$ cat config.mk
export PLATFORM = sky130hd
export DESIGN_NAME = sys_cmd_decoder
export DESIGN_NICKNAME = d
export VERILOG_FILES = /design/src/rtl/sys_cmd_decoder.sv
export SDC_FILE = /design/constraint.sdc
export NUM_CORES = 1
export LEC_CHECK = 0
export CORE_MARGIN = 2
export CORE_UTILIZATION = 50
export CTS_BUF_LIST = sky130_fd_sc_hd__clkbuf_8
export CTS_CLUSTER_SIZE = 30
export DETAILED_ROUTE_END_ITERATION = 10
export PLACE_DENSITY = 0.81
export SKIP_LAST_GASP = 1
export SLEW_MARGIN = 5
export SYNTH_ARGS = -nofsm -noshare
export SYNTH_HDL_FRONTEND = slang
export SYNTH_SLANG_ARGS = --single-unit
$ cat constraint.sdc
create_clock -name REF_CLK -period 2.44 [get_ports REF_CLK]
set_clock_uncertainty 0.15 [all_clocks]
set_input_delay 0.488 -clock REF_CLK [delete_from_list [all_inputs] [get_ports REF_CLK]]
set_output_delay 0.488 -clock REF_CLK [all_outputs]
set_load 0.01 [all_outputs]
$ cat src/rtl/sys_cmd_decoder.sv
// UART command-frame responder: parses 0xAA write / 0xBB read frames, drives
// register-file strobes, returns read data to UART TX, aborts on errors or timeout.
module sys_cmd_decoder #(
  parameter int DATA_WIDTH     = 8,
  parameter int ADDR_WIDTH     = 4,
  parameter int TIMEOUT_CYCLES = 16384
) (
  input  logic                  REF_CLK,
  input  logic                  RST,
  input  logic [DATA_WIDTH-1:0] RX_P_DATA,
  input  logic                  RX_D_VLD,
  input  logic                  RX_ERR,
  output logic                  WR_EN,
  output logic                  RD_EN,
  output logic [ADDR_WIDTH-1:0] ADDR,
  output logic [DATA_WIDTH-1:0] WR_DATA,
  input  logic [DATA_WIDTH-1:0] RD_DATA,
  input  logic                  RD_DATA_VLD,
  output logic [DATA_WIDTH-1:0] TX_P_DATA,
  output logic                  TX_D_VLD,
  input  logic                  TX_BUSY,
  output logic                  CMD_ERR,
  output logic                  BUSY
);

  localparam int CNT_W = $clog2(TIMEOUT_CYCLES);
  localparam logic [CNT_W-1:0]      CNT_LAST = CNT_W'(TIMEOUT_CYCLES - 1);
  localparam logic [DATA_WIDTH-1:0] CMD_WR   = DATA_WIDTH'(8'hAA);
  localparam logic [DATA_WIDTH-1:0] CMD_RD   = DATA_WIDTH'(8'hBB);

  typedef enum logic [2:0] {
    S_IDLE,
    S_WR_ADDR,
    S_WR_DATA,
    S_RD_ADDR,
    S_RD_WAIT,
    S_TX_SEND
  } state_t;

  state_t                state_q, state_nxt;
  logic [CNT_W-1:0]      cnt_q, cnt_nxt;
  logic [ADDR_WIDTH-1:0] addr_nxt;
  logic [DATA_WIDTH-1:0] wdata_nxt;
  logic [DATA_WIDTH-1:0] txd_nxt;
  logic                  wr_en_nxt;
  logic                  rd_en_nxt;
  logic                  tx_vld_nxt;
  logic                  cmd_err_nxt;
  logic                  busy_nxt;
  logic                  byte_ok;
  logic                  byte_bad;
  logic                  expired;
  logic                  timed_nxt;

  always_ff @(posedge REF_CLK or negedge RST) begin
    if (!RST) begin
      state_q   <= S_IDLE;
      cnt_q     <= '0;
      WR_EN     <= 1'b0;
      RD_EN     <= 1'b0;
      ADDR      <= '0;
      WR_DATA   <= '0;
      TX_P_DATA <= '0;
      TX_D_VLD  <= 1'b0;
      CMD_ERR   <= 1'b0;
      BUSY      <= 1'b0;
    end else begin
      state_q   <= state_nxt;
      cnt_q     <= cnt_nxt;
      WR_EN     <= wr_en_nxt;
      RD_EN     <= rd_en_nxt;
      ADDR      <= addr_nxt;
      WR_DATA   <= wdata_nxt;
      TX_P_DATA <= txd_nxt;
      TX_D_VLD  <= tx_vld_nxt;
      CMD_ERR   <= cmd_err_nxt;
      BUSY      <= busy_nxt;
    end
  end

  always_comb begin
    state_nxt   = state_q;
    addr_nxt    = ADDR;
    wdata_nxt   = WR_DATA;
    txd_nxt     = TX_P_DATA;
    wr_en_nxt   = 1'b0;
    rd_en_nxt   = 1'b0;
    tx_vld_nxt  = 1'b0;
    cmd_err_nxt = 1'b0;
    byte_ok     = RX_D_VLD && !RX_ERR;
    byte_bad    = RX_D_VLD && RX_ERR;
    expired     = (cnt_q == CNT_LAST);

    // In every byte-accepting state a byte (good or bad) takes priority over expiry.
    case (state_q)
      S_IDLE: begin
        if (byte_ok) begin
          if (RX_P_DATA == CMD_WR) begin
            state_nxt = S_WR_ADDR;
          end else if (RX_P_DATA == CMD_RD) begin
            state_nxt = S_RD_ADDR;
          end else begin
            cmd_err_nxt = 1'b1;
          end
        end else if (byte_bad) begin
          cmd_err_nxt = 1'b1;
        end
      end
      S_WR_ADDR: begin
        if (byte_ok) begin
          addr_nxt  = RX_P_DATA[ADDR_WIDTH-1:0];
          state_nxt = S_WR_DATA;
        end else if (byte_bad || expired) begin
          cmd_err_nxt = 1'b1;
          state_nxt   = S_IDLE;
        end
      end
      S_WR_DATA: begin
        if (byte_ok) begin
          wdata_nxt = RX_P_DATA;
          wr_en_nxt = 1'b1;
          state_nxt = S_IDLE;
        end else if (byte_bad || expired) begin
          cmd_err_nxt = 1'b1;
          state_nxt   = S_IDLE;
        end
      end
      S_RD_ADDR: begin
        if (byte_ok) begin
          addr_nxt  = RX_P_DATA[ADDR_WIDTH-1:0];
          rd_en_nxt = 1'b1;
          state_nxt = S_RD_WAIT;
        end else if (byte_bad || expired) begin
          cmd_err_nxt = 1'b1;
          state_nxt   = S_IDLE;
        end
      end
      S_RD_WAIT: begin
        if (RD_DATA_VLD) begin
          txd_nxt   = RD_DATA;
          state_nxt = S_TX_SEND;
        end else if (expired) begin
          cmd_err_nxt = 1'b1;
          state_nxt   = S_IDLE;
        end
      end
      S_TX_SEND: begin
        if (!TX_BUSY) begin
          tx_vld_nxt = 1'b1;
          state_nxt  = S_IDLE;
        end
      end
      default: state_nxt = S_IDLE;
    endcase

    // Any state change (entry or accepted byte) restarts the inter-byte count;
    // bytes ignored in RD_WAIT do not change state and so do not restart it.
    timed_nxt = (state_nxt == S_WR_ADDR) || (state_nxt == S_WR_DATA) ||
                (state_nxt == S_RD_ADDR) || (state_nxt == S_RD_WAIT);
    if (timed_nxt && (state_nxt == state_q)) begin
      cnt_nxt = cnt_q + 1'b1;
    end else begin
      cnt_nxt = '0;
    end

    busy_nxt = (state_nxt != S_IDLE);
  end

endmodule

After elaboration in Yosys (flattened, before gate mapping)
Index checks and enable logic that the tools add are counted.
{ "word_totals": {"input_bits": 22, "word_cells": 65, "out_inout_bits": 25, "reg_bits": 42} }
{ "classes": {"add_sub_neg": 1, "n_eq_ne": 13, "n_reduce_logical": 15, "n_mux": 26} }
{ "ops": {"columns": ["op", "n"], "rows": [
  ["two-way mux 3 bit", 10],
  ["case mux 3 bit (6 select lines)", 1],
  ["== test 8 bit, second input constant", 2],
  ["adder 14 x 1 -> 14 bit, second input constant", 1],
  ["== test 14 bit, second input constant", 1],
  ["two-way mux 14 bit", 1],
  ["two-way mux 1 bit", 13],
  ["== test 3 x 2 -> 1 bit, second input constant", 4],
  ["== test 3 bit, second input constant", 3],
  ["== test 3 x 1 -> 1 bit, second input constant", 2],
  ["AND reduction 2 bit", 3],
  ["logical OR 1 bit", 4],
  ["== test 3 bit", 1],
  ["logical AND 1 bit", 3],
  ["logical NOT 3 bit", 1],
  ["case mux 1 bit (3 select lines)", 1],
  ["nonzero test 3 bit", 1],
  ["OR reduction 3 bit", 1],
  ["OR reduction 2 bit", 1],
  ["logical NOT 1 bit", 1]
]} }

Logic depth before layout (Yosys ltp)
Gate-level depths: netlist of run 1.
{ "depth": {"word_depth": 11, "mapped_depth": 7, "mapped_depth_nobuf": 6} }

Worst setup path after synthesis of run 1
Ideal clock, no wire load.
{ "synth_timing": {"kind": "input to register", "from": "input port RX_P_DATA[6]", "to": "register cnt_q[10]", "setup_time_ns": 0.119, "path_buffers": 1, "t_required_ns": 2.171, "arrival_ns": 1.533, "cell_stages": 6, "slack_ns": 0.638, "path_cell_list": "and4bb_2 a21oi_1 or3b_1 o211ai_2 buf_6 nor2_1"} }
{ "synth_between": {"elab_chain_len": 11, "word_cells_on_any_way": 16, "classes_between": "eq/ne (7); mux (5); reduce/logical (4)"} }
{ "synth_rtl": {"columns": ["element", "line_no", "rtl"], "rows": [
  ["from (decl)", "10", "input logic [DATA_WIDTH-1:0] RX_P_DATA,"],
  ["== test 8 bit", "100", "end else if (RX_P_DATA == CMD_RD) begin"],
  ["two-way mux 3 bit", "100", null],
  ["two-way mux 3 bit (*)", "98", "if (RX_P_DATA == CMD_WR) begin"],
  ["two-way mux 3 bit (*)", "97", "if (byte_ok) begin"],
  ["case mux 3 bit (6 select lines) (*)", "95", "case (state_q)"],
  ["== test 3 x 1 -> 1 bit / == test 3 x 2 -> 1 bit (equally long branches)", "158", "timed_nxt = (state_nxt == S_WR_ADDR) || (state_nxt == S_WR_DATA) ||"],
  ["logical OR 1 bit (2 in series)", "158", null],
  ["logical OR 1 bit", "159", "(state_nxt == S_RD_ADDR) || (state_nxt == S_RD_WAIT);"],
  ["logical AND 1 bit (*)", "160", "if (timed_nxt && (state_nxt == state_q)) begin"],
  ["two-way mux 14 bit (*)", "160", null],
  ["named net cnt_nxt[10]", "41", "logic [CNT_W-1:0] cnt_q, cnt_nxt;"],
  ["to (signal assigned)", "69", "cnt_q <= cnt_nxt;"],
  ["to (decl)", "41", null]
]} }
The timed path passes the listed nets; every way through them passes the cells marked *.
A chain may end at the register's enable or synchronous reset.

Worst setup path in the final report of run 1
{ "layout_timing": {"from": "input port RX_P_DATA[2]", "to": "register cnt_q[4]"} }
The elaborated chain is that of the path after synthesis.

==> results of run 1 <==
-- power by group --
part	leakage (nW)	total, mW	switching, mW	internal (mW)
Combinational	0.486	0.847	0.339	0.508
Sequential	0.561	1.00	0.121	0.883
Clock	0.0579	0.534	0.233	0.301
Total	1.11	2.38	0.693	1.69
-- cell families after synthesis --
| group | count (synthesis) | synth area share |
|---|---|---|
| adder cells (fa/ha/maj) | 1 | 0.00669 |
| buffers and inverters | 7 | 0.0241 |
| AND/OR/NAND/NOR | 64 | 0.193 |
| flip-flops | 42 | 0.562 |
| AO/OA/AOI/OAI | 8 | 0.0274 |
| XOR/XNOR | 13 | 0.0609 |
| multiplexers | 21 | 0.126 |
-- cell usage after synthesis (2+ instances only) --
master,instances
o21ai_0,3
and4_1,4
xor2_1,6
inv_1,2
nand2_1,13
a21oi_1,2
nor2b_1,2
buf_2,3
dfrtp_1,42
nor3_1,5
mux2_2,20
nand4_1,2
buf_6,2
xnor2_1,7
and3_1,2
nor2_1,21
nand3_1,4
-- through the flow --
step,utilization,hold slack (ns)
after global routing,0.687,0.370
after floorplan,-,0.0424
after CTS,0.687,0.339
after global placement,0.654,0.216
after detailed placement,0.654,0.219
final,0.687,0.334
-- worst min path at each step --
| stage | cells after the start | from | end |
|---|---|---|---|
| 6_report | 1 | cnt_q[0] | cnt_q[0] |
| 3_5_place_dp | 1 | RST | TX_P_DATA[5] |
| 2_1_floorplan | 0 | RST | ADDR[0] |
| 5_1_grt | 1 | cnt_q[0] | cnt_q[0] |
| 4_1_cts | 1 | cnt_q[0] | cnt_q[0] |
| 3_3_place_gp | 1 | RST | TX_P_DATA[5] |
-- routing by layer --
metal  vias to the layer above  wire, um
li1                        646         -
met1                       652      1590
met2                        47      1880
met3                         4       232
met4                         0        82
met5                         -         0
-- worst max-delay path, delay by kind of cell --
kind / cells / cell delay, ns
buffers and inverters: 1 / 0.50
and+or+nand+nor: 3 / 0.64
AOI/OAI and AO/OA: 2 / 0.58
-- state kept, by name, indices dropped and copies added, names as in the netlist --
| signal | flops |
|---|---|
| TX_D_VLD | 1 |
| RD_EN | 1 |
| WR_EN | 1 |
| cnt_q | 14 |
| WR_DATA | 8 |
| TX_P_DATA | 8 |
| CMD_ERR | 1 |
| state_q | 3 |
| ADDR | 4 |
| BUSY | 1 |
-- cell type report --
type | instances | area [um2] | area share
sequential | 42 | 1050 | 0.421
clock buffer | 5 | 68.8 | 0.0276
multi-input combinational | 107 | 773 | 0.310
inverter | 2 | 7.51 | 0.00301
timing repair buffer | 51 | 495 | 0.198
clock inverter | 3 | 40.0 | 0.0160
tap | 48 | 60.1 | 0.0241
==> impl_metrics.yaml, run 1 <==
status:
  status: "complete, no violations"
synth:
  ys_ff_latch: 42
  syn_nets: 179
  synthesis.area_um2: 1870
  yosysSeqAreaShare: 0.562
  yosysTopAreaCell: "dfrtp_1"
  synth_top_area_share: 0.562
  yosys_warnings: 0
  synth-main-ff-cell: "dfrtp_1"
  synthCells: 156
  ys_top_cells_by_area: "dfrtp_1 (56%), mux2_2 (12%), nor2_1 (4.2%)"
  async_reset_ff_frac: 1.00
  synth-edff-count: 0
  synthDistinctLibCells: 33
  avgSynthCellArea_um2: 12.0
detailed_routing:
  wl_per_cell_um: 14.7
  drt_wl_total_mm: 3.79
  drc: 0
  first_iter_violations: 16
  vias_per_cell: 5.23
  vias: 1349
  drt_pass1_iterations: 4
  drtAntennaViolNets: 0
clock_tree:
  cts_buffer_depth: 2
  hold_buffers: 1
  cts_resized: 0
  cts_tree: "done"
  cts_buffers: 5
  clk_latency_ns: 0.30
  root_buffer: "clkbuf_8"
  cts_sinks: 42
  post_cts_buffers: 0
  cts_htree_levels: 2
  clk_pin_slew_worst_paths_ns: 0.07
flow_run:
  cap_violations: 0
placed_design:
  place_area_um2: 2380
  gp_congestion: 0.776
  dp_cells: 249
  portBuffers: 46
  dp_hpwl_mm: 2.87
  dpl_worst_slack_ns: -0.0146
timing:
  fin_ws_ns: 0.301
  rsz0062_at_grt: "false"
  period_minus_slack_ns: 2.14
  slew_headroom: 0.597
  worstMarginPinSlew_ns: 0.602
  final_max_slew_viol_count: 0
  finalSetupViolCount: 0
  hold_violations: 0
  finalCritPeriodShare: 0.877
  fmax_mhz: 467
  tns_ns: 0
pwr:
  irDropWorstVdd_mv: 0.496
  power_mw: 2.38
  leakagePower_nw: 1.11
  p_per_area_nw_per_um2: 955
global_route:
  use_met3: 0.0582
  grt_pass1_wl_mm: 6.35
  grt_pass1_vias: 1351
  grt-ovfl-total: 0
  grt_usage: 0.203
  grt_util_met2: 0.330
  grt_max_degree: 19
  busiest_layer: "met2"
  use_met1: 0.251
  antenna_found_initial: 0
worst_setup_path:
  cpMaxStageDelayCell: "clkdlybuf4s50_1"
  reg2reg_from: "cnt_q[0]"
  reg2regPathDepth: 6
  slowest_delay_ns: 0.50
  endpoint: "cnt_q[4]"
  critPathLaunchType: "primary input"
  critPathArrivalTime_ns: 2.21
  worstReg2RegEnd: "cnt_q[4]"
  worstPathCellList: "clkdlybuf4s50_1 -> and4bb_2 -> and4_1 -> a31oi_1 -> o211ai_2 -> nor2_1"
  rrSetupSlack_ns: 0.30
  cp_data_required_time_ns: 2.51
  cp-end-kind: "flop"
  crit_type: "primary input to flop"
  path_max_fanout: 14
  startpoint: "RX_P_DATA[2]"
die:
  io_pins: 47
  die_w_um: 65.1
  dieArea_um2: 4240
  rows: 22
  die_y_um: 65.1
  coreArea_um2: 3630
  start_util: 0.514
layout:
  final_common_cell: "clkdlybuf4s50_1"
  syn_to_final_growth_pct: 33.5
  layout.nets: 232
  fillerInstances: 264
  stdcell_area_um2: 2500
  instances_no_fill: 258
  layout-drive-gt1-share: 0.186
  antennaDiodeCount: 0
  final_cell_mix: "clkdlybuf4s50_1 (45), dfrtp_1 (42), nor2_1 (21), mux2_2 (20), nand2_1 (13)"
hold_path:
  hold_path.class: "flop to flop"
No activity file was read; power rests on OpenSTA's default activity.
==> run 2, diff against run 1 <==
SETUP_SLACK_MARGIN = 0.2   (was not set)
clock period = 2.1 ns   (was 2.44 ns; I/O delays follow)
==> run 2 against run 1 <==
Effect of this change:
- utilization increased by 5.3 points
- largest cell class unchanged
- clock power increased by 15%
- sequential share of layout area decreased by 2.9 points
- via count increased by 5.7%
- setup slack got worse by 0.062 ns
- highest routed layer unchanged
- global-route usage increased by 0.86 points
==> impl_metrics.yaml, run 2 (synthesis gave the netlist of run 1 again) <==
status:
  status: "complete, no violations"
detailed_routing:
  vias_per_cell: 5.24
  drt_wl_total_mm: 4.07
  drt_pass1_iterations: 4
  dr_wl_met2_mm: 2.09
  wl_per_cell_um: 15.0
  drc: 0
  top_layer_used: "met4"
  first_iter_violations: 74
  met1_length_mm: 1.65
  drtAntennaViolNets: 0
  vias: 1426
  wl_met3_um: 222
layout:
  fillerInstances: 241
  sequential_cell_area_um2: 1050
  layout.nets: 246
  antennaDiodeCount: 0
  instances_no_fill: 272
  largest_reg_flops: 14
  syn_to_final_growth_pct: 43.8
  regMostFlops: "cnt_q"
  multi_input_area_um2: 838
  final_cell_mix: "dfrtp_1 (40), clkdlybuf4s50_1 (37), mux2_2 (20), nor2_1 (19), buf_4 (15)"
  layout-drive-gt1-share: 0.286
  largestRegisters: "cnt_q x14, TX_P_DATA x8, WR_DATA x8"
  final_common_cell: "dfrtp_1"
placed_design:
  dp_cells: 259
  dpl_worst_slack_ns: -0.218
  dp_hpwl_mm: 2.80
  gp_congestion: 0.797
  portBuffers: 46
timing:
  worstMarginPinSlew_ns: 0.475
  fin_ws_ns: 0.239
  timing.hold.ws_ns: 0.293
  fmax_mhz: 537
  finalCritPeriodShare: 0.886
  slew_headroom: 0.683
  hold_violations: 0
  finalSetupViolCount: 0
  rsz0062_at_grt: "true"
  final_max_slew_viol_count: 0
  period_minus_slack_ns: 1.86
clock_tree:
  clk_pin_slew_worst_paths_ns: 0.08
  cts_tree: "done"
  cts_buffers: 5
  clk_latency_ns: 0.29
  root_buffer: "clkbuf_8"
  cts_buffer_depth: 2
  cts_htree_levels: 2
  cts_sinks: 42
die:
  die_w_um: 65.1
  io_pins: 47
  dieArea_um2: 4240
  die_y_um: 65.1
  rows: 22
  coreArea_um2: 3630
  start_util: 0.514
global_route:
  antenna_found_initial: 0
  grt_max_degree: 23
  grt-ovfl-total: 0
  grt_pass1_wl_mm: 6.59
  grt_usage: 0.211
  grt_pass1_vias: 1432
worst_setup_path:
  critPathArrivalTime_ns: 1.89
  path_max_fanout: 5
  cp_data_required_time_ns: 2.13
  critPathLaunchType: "primary input"
  cp-end-kind: "flop"
  crit_type: "primary input to flop"
pwr:
  irDropWorstVdd_mv: 0.683
  leakagePower_nw: 1.21
  p_per_area_nw_per_um2: 1070
hold_path:
  hold_path.class: "primary input to flop"
flow_run:
  cap_violations: 0
## run 2: cell count changes in the layout (fill, tap and decap cells not counted), moves of 2 or more
cell	change
nor2_1	-2
clkdlybuf4s50_1	-8
nor2_2	+2
dfrtp_2	+2
dlygate4sd2_1	+6
buf_6	+2
dlymetal6s2s_1	+2
dfrtp_1	-2
buf_4	+11
clkinv_2	-2
## run 2: where the power goes
part	internal (mW)	switching, mW	total [mW]
Clock	0.350	0.266	0.616
Combinational	0.667	0.435	1.10
Sequential	1.03	0.144	1.17
Total	2.04	0.845	2.89
## run 2: metal layers
metal | up-vias | global-route usage
li1 | 673 | -
met1 | 689 | 0.250
met2 | 53 | 0.360
met3 | 11 | 0.0599
met4 | 0 | 0.0938
met5 | - | 0
## run 2: final timing paths
path | from | endpoint | slack, ns | cells after the start
worst max-delay path | RX_D_VLD | BUSY | 0.24 | 7
worst min-delay path | RX_P_DATA[7] | WR_DATA[7] | 0.29 | 2
worst max register to register | cnt_q[0] | cnt_q[12] | 0.27 | 7
worst min register to register | cnt_q[0] | cnt_q[0] | 0.32 | 1
max in group asynchronous | RST | WR_DATA[5] | 0.85 | 3
min in group asynchronous | RST | TX_P_DATA[6] | 0.47 | 2
## run 2: what timing repair did
item                                   CTS  global route
setup endpoints to repair               15            27
pin swaps                                2             6
gates resized for setup                 12            16
endpoints found under the hold margin   20             0
buffers inserted                         0             3
hold buffers                             1             0
cloned                                   1             0
## run 2: final cells by class
type,count,area share
Clock buffer,5,0.0256
Clock inverter,3,0.0154
Inverter,2,0.00279
Multi-Input combinational cell,107,0.312
Sequential cell,42,0.392
Tap cell,48,0.0223
Timing Repair Buffer,65,0.230
## run 2: per-stage QoR
stage / util / setup TNS, ns / power [mW] / cell area (um2)
after global placement: 0.678 / -2.05 / 2.16 / 2460
final: 0.740 / 0 / 2.89 / 2690
after detailed placement: 0.678 / -2.89 / 2.20 / 2460
after floorplan: - / 0 / 1.66 / 1870
after global routing: 0.740 / 0 / 3.06 / 2690
after CTS: 0.718 / 0 / 2.87 / 2610
## run 2: worst max-delay path, cell delays in order
cell and delay, ns:
clkdlybuf4s50_1 0.43, nor3b_2 0.17, buf_4 0.17, nand2_1 0.06, o21ai_0 0.09, a21o_1 0.18
or3_1 0.37
==> run 3, diff against run 2 <==
CORE_MARGIN = not set   (was 2)
==> run 3 against run 2 <==
Effect of this change:
- cell count shrank 1.1%
- sequential share of layout area grew 0.18 points
- cell area shrank 0.70%
- maximum frequency is essentially flat
- highest routed layer unchanged
- critical path depth shrank 1
==> impl_metrics.yaml, run 3 (synthesis gave the netlist of run 1 again) <==
global_route:
  grt_usage: 0.233
  grt_pass1_wl_mm: 7.09
  grt-ovfl-total: 0
  grt_pass1_vias: 1499
  grt_max_degree: 24
  antenna_found_initial: 0
detailed_routing:
  drt_pass1_iterations: 4
  drtAntennaViolNets: 0
  vias: 1439
  vias_per_cell: 5.35
  first_iter_violations: 42
  drc: 0
  wl_per_cell_um: 15.9
  drt_wl_total_mm: 4.27
die:
  die_y_um: 63.1
  coreArea_um2: 3470
  dieArea_um2: 3990
  io_pins: 47
  start_util: 0.539
  rows: 21
  die_w_um: 63.1
timing:
  slew_headroom: 0.648
  rsz0062_at_grt: "false"
  finalCritPeriodShare: 0.886
  fmax_mhz: 538
  period_minus_slack_ns: 1.86
  tns_ns: 0
  finalSetupViolCount: 0
  fin_ws_ns: 0.240
  worstMarginPinSlew_ns: 0.528
  hold_violations: 0
  final_max_slew_viol_count: 0
layout:
  layout-drive-gt1-share: 0.256
  antennaDiodeCount: 0
  syn_to_final_growth_pct: 42.8
  final_common_cell: "dfrtp_1"
  regMostFlops: "cnt_q"
  largestRegisters: "cnt_q x14, TX_P_DATA x8, WR_DATA x8"
  largest_reg_flops: 14
  layout.nets: 245
  final_cell_mix: "dfrtp_1 (42), clkdlybuf4s50_1 (35), mux2_2 (20), nor2_1 (19), buf_4 (14)"
worst_setup_path:
  cp-end-kind: "flop"
  cp_data_required_time_ns: 2.12
  critPathArrivalTime_ns: 1.88
  critPathLaunchType: "primary input"
  path_buf_inv: 1
  slowest_delay_ns: 0.51
  worstPathCellList: "clkdlybuf4s50_1 -> mux2i_1 -> nor3b_1 -> a31oi_4 -> nand2_1 -> or3_1"
  cp_top_family: "simple AND/OR/NAND/NOR gates"
  cpMaxStageDelayCell: "clkdlybuf4s50_1"
  crit_type: "primary input to flop"
  path_max_fanout: 4
pwr:
  leakagePower_nw: 1.23
  p_per_area_nw_per_um2: 1080
  irDropWorstVdd_mv: 0.677
placed_design:
  gp_congestion: 0.864
  dp_hpwl_mm: 2.79
  dpl_worst_slack_ns: -0.211
  portBuffers: 46
clock_tree:
  cts_sinks: 42
  cts_htree_levels: 2
  clk_pin_slew_worst_paths_ns: 0.08
  cts_tree: "done"
  clk_latency_ns: 0.29
  root_buffer: "clkbuf_8"
  cts_buffers: 5
  cts_buffer_depth: 2
status:
  status: "complete, no violations"
flow_run:
  cap_violations: 0
hold_path:
  hold_path.class: "primary input to flop"
run 3: final cells by class:
class,instances,area (um2)
Clock buffer,5,68.8
Clock inverter,3,37.5
Fill cell,213,800
Inverter,2,7.51
Multi-Input combinational cell,107,831
Sequential cell,42,1050
Tap cell,46,57.6
Timing Repair Buffer,64,616
run 3: what timing repair did:
| item | 4_1_cts | 5_1_grt |
|---|---|---|
| setup endpoints to repair | 15 | 31 |
| hold buffers | 1 | 0 |
| buffers inserted | 0 | 2 |
| cloned | 1 | 0 |
| endpoints found under the hold margin | 22 | 0 |
| pin swaps | 3 | 5 |
| gates resized for setup | 13 | 12 |
run 3: worst reg2reg max path: cells and delay by family (launching register included):
kind                   cells  cell delay (ns)
and+or+nand+nor            4             0.77
DFF                        1             0.45
buffers and inverters      1             0.16
AOI/OAI and AO/OA          1             0.22
run 3: path summary, 6_finish.rpt:
kind | slack (ns) | depth (start not counted) | start | end
setup / recovery | 0.24 | 6 | RD_DATA_VLD | BUSY
hold / removal | 0.35 | 2 | RX_P_DATA[6] | WR_DATA[6]
setup reg to reg | 0.25 | 6 | cnt_q[4] | cnt_q[13]
hold reg to reg | 0.36 | 1 | WR_DATA[5] | WR_DATA[5]
max in group asynchronous | 0.81 | 3 | RST | WR_DATA[7]
min in group asynchronous | 0.49 | 2 | RST | cnt_q[8]
run 3: power breakdown:
group	switching (mW)	total (mW)	internal [mW]
sequential	0.152	1.18	1.03
combinational	0.435	1.09	0.654
clock	0.260	0.606	0.346
total	0.847	2.87	2.03
run 3: metrics by stage:
step                 util  hold slack, ns  total power [mW]  cell area (um2)  instances
finish              0.769           0.353              2.87             2670        269
global route        0.769           0.371              3.03             2670        269
CTS                 0.753           0.336              2.86             2610        267
detailed placement  0.710           0.277              2.21             2460        257
global placement    0.710           0.260              2.16             2460        257
floorplan               -         -0.0256              1.66             1870        156
run 3: routing by layer:
metal	routed length, um	vias to the layer above	part of all wire	track usage
met1	1810	705	0.42	0.283
met3	212	10	0.050	0.0652
li1	-	671	-	-
met4	82	0	0.019	0.0872
met2	2160	53	0.51	0.391
met5	0	-	0	0
